`src/rtl/inst_packet_loader.sv`:
```
// Writer side of the VLIW instruction store: packs SLOTS 32-bit words per packet and
// writes consecutive packets into instruction memory starting at a latched base index.
module inst_packet_loader #(
    parameter int INST_MEM_SIZE = 1024,
    parameter int SLOTS         = 10,
    parameter int INST_SIZE     = SLOTS * 32
) (
    input  logic                 clk,
    input  logic                 rst,
    input  logic                 start,
    input  logic [31:0]          base_addr,
    input  logic [31:0]          pkt_count,
    input  logic [31:0]          word_in,
    input  logic                 word_valid,
    output logic                 word_ready,
    output logic                 mem_we,
    output logic [31:0]          mem_addr,
    output logic [INST_SIZE-1:0] mem_wdata,
    output logic                 busy,
    output logic                 done,
    output logic                 error
);

    localparam int SLOT_W = $clog2(SLOTS);
    localparam int BUF_W  = (SLOTS - 1) * 32;

    typedef enum logic [1:0] {IDLE, COLLECT, WRITE, DONE} state_t;

    state_t             state, state_next;
    logic [31:0]        base, count, written;
    logic [SLOT_W-1:0]  slot;
    logic [BUF_W-1:0]   buffer;
    logic               last_word;

    // Range check is done one bit wider so a huge base cannot wrap into range.
    function automatic logic fits(input logic [31:0] b, input logic [31:0] c);
        logic [32:0] end_idx;
        end_idx = {1'b0, b} + {1'b0, c};
        return end_idx <= 33'(INST_MEM_SIZE);
    endfunction

    assign last_word = (slot == SLOT_W'(SLOTS - 1));

    always_comb begin
        state_next = state;
        word_ready = 1'b0;
        mem_we     = 1'b0;
        busy       = 1'b0;
        done       = 1'b0;
        case (state)
            IDLE: begin
                if (start) begin
                    if (pkt_count == 32'd0)
                        state_next = DONE;
                    else if (fits(base_addr, pkt_count))
                        state_next = COLLECT;
                end
            end
            COLLECT: begin
                word_ready = 1'b1;
                busy       = 1'b1;
                if (word_valid && last_word)
                    state_next = WRITE;
            end
            WRITE: begin
                mem_we     = 1'b1;
                busy       = 1'b1;
                state_next = (written + 32'd1 == count) ? DONE : COLLECT;
            end
            DONE: begin
                done       = 1'b1;
                state_next = IDLE;
            end
            default: state_next = IDLE;
        endcase
    end

    always_ff @(posedge clk) begin
        if (rst) begin
            state     <= IDLE;
            base      <= '0;
            count     <= '0;
            written   <= '0;
            slot      <= '0;
            buffer    <= '0;
            mem_addr  <= '0;
            mem_wdata <= '0;
            error     <= 1'b0;
        end else begin
            state <= state_next;
            error <= 1'b0;
            case (state)
                IDLE: begin
                    if (start) begin
                        base    <= base_addr;
                        count   <= pkt_count;
                        written <= '0;
                        slot    <= '0;
                        if (pkt_count != 32'd0 && !fits(base_addr, pkt_count))
                            error <= 1'b1;
                    end
                end
                COLLECT: begin
                    // Slot 0 ends up in the top bits because earlier words shift upward.
                    if (word_valid) begin
                        if (last_word) begin
                            mem_wdata <= {buffer, word_in};
                            mem_addr  <= base + written;
                            slot      <= '0;
                        end else begin
                            buffer <= {buffer[BUF_W-33:0], word_in};
                            slot   <= slot + SLOT_W'(1);
                        end
                    end
                end
                WRITE: written <= written + 32'd1;
                default: ;
            endcase
        end
    end

endmodule
```
`config.mk`:
```
export PLATFORM = sky130hd
export DESIGN_NAME = inst_packet_loader
export DESIGN_NICKNAME = d
export VERILOG_FILES = /design/src/rtl/inst_packet_loader.sv
export SDC_FILE = /design/constraint.sdc
export NUM_CORES = 2
export LEC_CHECK = 0
export ABC_AREA = 1
export BUFFER_PORTS_ARGS = -buffer_cell sky130_fd_sc_hd__buf_2
export CORE_ASPECT_RATIO = 0.75
export CORE_MARGIN = 2
export CORE_UTILIZATION = 42
export DETAILED_ROUTE_END_ITERATION = 6
export GPL_TIMING_DRIVEN = 0
export SLEW_MARGIN = 20
export SYNTH_ARGS = -nofsm -noshare
export SYNTH_HDL_FRONTEND = slang
export SYNTH_SLANG_ARGS = --single-unit
export TNS_END_PERCENT = 30
```
`constraint.sdc`:
```
create_clock -name clk -period 3.55 [get_ports clk]
set_input_delay 0 -clock clk [delete_from_list [all_inputs] [get_ports clk]]
set_output_delay 0 -clock clk [all_outputs]
set_load 0.02 [all_outputs]
```
==> impl_metrics.toml <==
[status]
status = "finished, final reports clean"

[cells_and_area]
utilization_pct = 52.0
area_growth_pct = 22.6
final_cells = 6054
final_cell_mix = "nor2_1 (1496), dfxtp_1 (743), o21ai_0 (719)"
final_nets = 5200
mostFrequentLayoutCell = "nor2_1"
final_area_um2 = 38200
drive_gt1_share_pct = 12.1

[synth]
synth_edf_count = 0
synthFlopType = "dfxtp_1"
synth_nets = 4570
syn_area_um2 = 31100
syn_avg_cell_area_um2 = 7.08
async_flop_share_pct = 0
ys_ff_latch = 743
ys_types = 44
synth_warnings = 0
seq_area_frac_synth_pct = 47.8
syn_inst = 4397

[worst_setup_path]
path_delay_family = "buffers and inverters"
ff2ff_setup_slack_ns = 0.32
worstReg2RegStart = "state[1]"
cp.arrival_ns = 3.81
reg2reg_to = "mem_wdata[314]"
worstSetupPathType = "flip-flop to flip-flop"
worstPathRequired_ns = 4.13
cpMaxStageDelayCell = "clkbuf_1"
worstPathCellList = "inv_1 -> ha_1 -> nand2_1 -> nor2_1 -> clkbuf_1 -> clkbuf_2 -> clkbuf_1 -> o21ai_0 -> nor2_1"
reg2regPathDepth = 9
cp-start-kind = "flip-flop"
crit_buf_inv = 4
cp_max_fo = 10
crit_cells = 9
cpPeakStageDelay_ns = 0.72
end_kind = "flip-flop"

[floorplan]
die-width_um = 318
die_h_um = 240
start_util_pct = 42.4
die_area_um2 = 76300
rows = 86
num_io_pins = 457
core_um2 = 73400

[clock_tree]
h-tree-depth = 3
cts_tree = "done"
cts_setup_buffers = 0
cts_root_buffer = "clkbuf_16"
cts_buffers = 75
clock_latency_ns = 0.64
clock_path_buffers = 3
clkSlewWorstSetupHoldPaths_ns = 0.06
clock-sinks = 743

[min_path]
hp-class = "primary input to flip-flop"
min_from = "word_in[17]"
hold_end = "buffer[17]"
min_path_cells = 4

[detailed_routing]
wl_mm = 112
post_drt_via_cell_ratio = 5.09
drc = 0
firstDrtPassIters = 5
wl_per_cell_um = 18.5
vias = 30793
drtIter0Drc = 2566
postRouteAntennaNets = 0

[place]
port_buffers = 455
dp_hpwl_mm = 86.1
placed_area_um2 = 34600
routabilityCongestion = 0.950
dp_cells = 5820

[power_and_ir_drop]
power_leakage_nw = 19.7
ir_drop_mv = 0.344
cellPowerDensity_nw_per_um2 = 577
power_mw = 22.0

[grt]
grt.total_usage_pct = 28.5
grt_antenna_before_repair = 3
gr-total-overflow = 0
grt_pass1_wl_mm = 167
grt_max_degree = 15
first_global_vias = 28232

[timing]
period_share_pct = 90.9
finalClockSkew_ns = 0.0196
fin_tns_setup_ns = 0
clock.fmax_ghz = 0.310
final-hold-violation-count = 0
slew_viol_final = 0
finalSetupViolations = 0
rsz0062_at_grt = "no"
slew_headroom_pct = 21.7
tightest_slew_ns = 1.17
min_period_ns = 3.23

[job]
cap_violations = 0
-- routing by layer --
layer  global-route usage (%)  part of all wire (%)  wire length (um)  up-vias
met2                     43.6                    43             48000      958
met3                     5.17                   7.3              8210      134
li1                         -                     -                 -    15387
met4                     6.98                   2.1              2340        0
met1                     41.4                    48             53700    14314
met5                        0                     0                 0        -
-- timing repair --
action,CTS,global route
hold buffers,98,0
endpoints found under the hold margin,136,0
gates resized for setup,1,0
setup endpoints to repair,10,0
-- area by class of cell --
| cell class | instances | area (um^2) |
|---|---|---|
| Fill cell | 7510 | 35200 |
| Clock inverter | 29 | 384 |
| Inverter | 240 | 901 |
| Tap cell | 968 | 1210 |
| Multi-Input combinational cell | 3171 | 14400 |
| Clock buffer | 106 | 2180 |
| Buffer | 243 | 915 |
| Timing Repair Buffer | 553 | 3260 |
| Antenna cell | 1 | 2.50 |
| Sequential cell | 743 | 14900 |
-- report_power, final --
| group | switching, mW | total, mW | internal (mW) |
|---|---|---|---|
| clock | 3.53 | 8.31 | 4.78 |
| sequential | 0.876 | 10.1 | 9.25 |
| combinational | 2.47 | 3.60 | 1.13 |
-- stage by stage --
step	hold WS, ns	worst slack, ns
after global placement	0.251	-0.0313
after detailed placement	0.243	-0.102
after global routing	0.119	0.0546
after CTS	0.0992	0.252
after floorplan	0.135	1.17
final	0.132	0.321
-- cell usage after synthesis, drive strengths merged (3+ instances only) --
library cell  number  share of area, %
a21o               7              0.17
a21oi            129               2.1
a221oi             3             0.084
a31oi             11              0.22
clkbuf           241               2.9
dfxtp            743                48
ha                71               2.9
inv              240               2.9
nand2            464               5.6
nand3            111               1.8
nand3b             9              0.22
nand4             20              0.40
nor2            1504                18
nor3              25              0.45
nor4              12              0.24
o211ai             3             0.072
o21ai            726                12
o21bai             9              0.23
or2                6              0.12
xnor2             15              0.42
xor2              35              0.98
-- worst min-delay path, delay by kind of cell --
| kind | cells | cell delay, ns |
|---|---|---|
| buffers and inverters | 2 | 0.63 |
| and+or+nand+nor | 2 | 0.12 |
-- sequential cells by signal (all words and copies together) (netlist names) --
register	count
mem_addr	32
written	32
buffer	288
mem_wdata	320
count	32
state	2
slot	4
error	1
base	32
-- how the worst max path moves through the flow --
| stage | from | slack [ns] | to |
|---|---|---|---|
| 2_1_floorplan | written[0] | 1.17 | mem_addr[24] |
| 3_3_place_gp | state[1] | -0.03 | mem_wdata[316] |
| 3_5_place_dp | state[1] | -0.10 | mem_wdata[312] |
| 4_1_cts | state[1] | 0.25 | mem_wdata[312] |
| 5_1_grt | written[1] | 0.05 | state[1] |
| 6_report | state[1] | 0.32 | mem_wdata[314] |
-- logic make-up after synthesis --
group | count (synthesis) | synth area share (%)
DFF | 743 | 47.8
AOI/OAI and AO/OA | 895 | 14.7
xor gates and xnor gates | 51 | 1.48
and+or+nand+nor | 2152 | 27.2
adders and majority gates | 73 | 2.98
buffers and inverters | 483 | 5.83
Power figures use the tool's default switching activity.
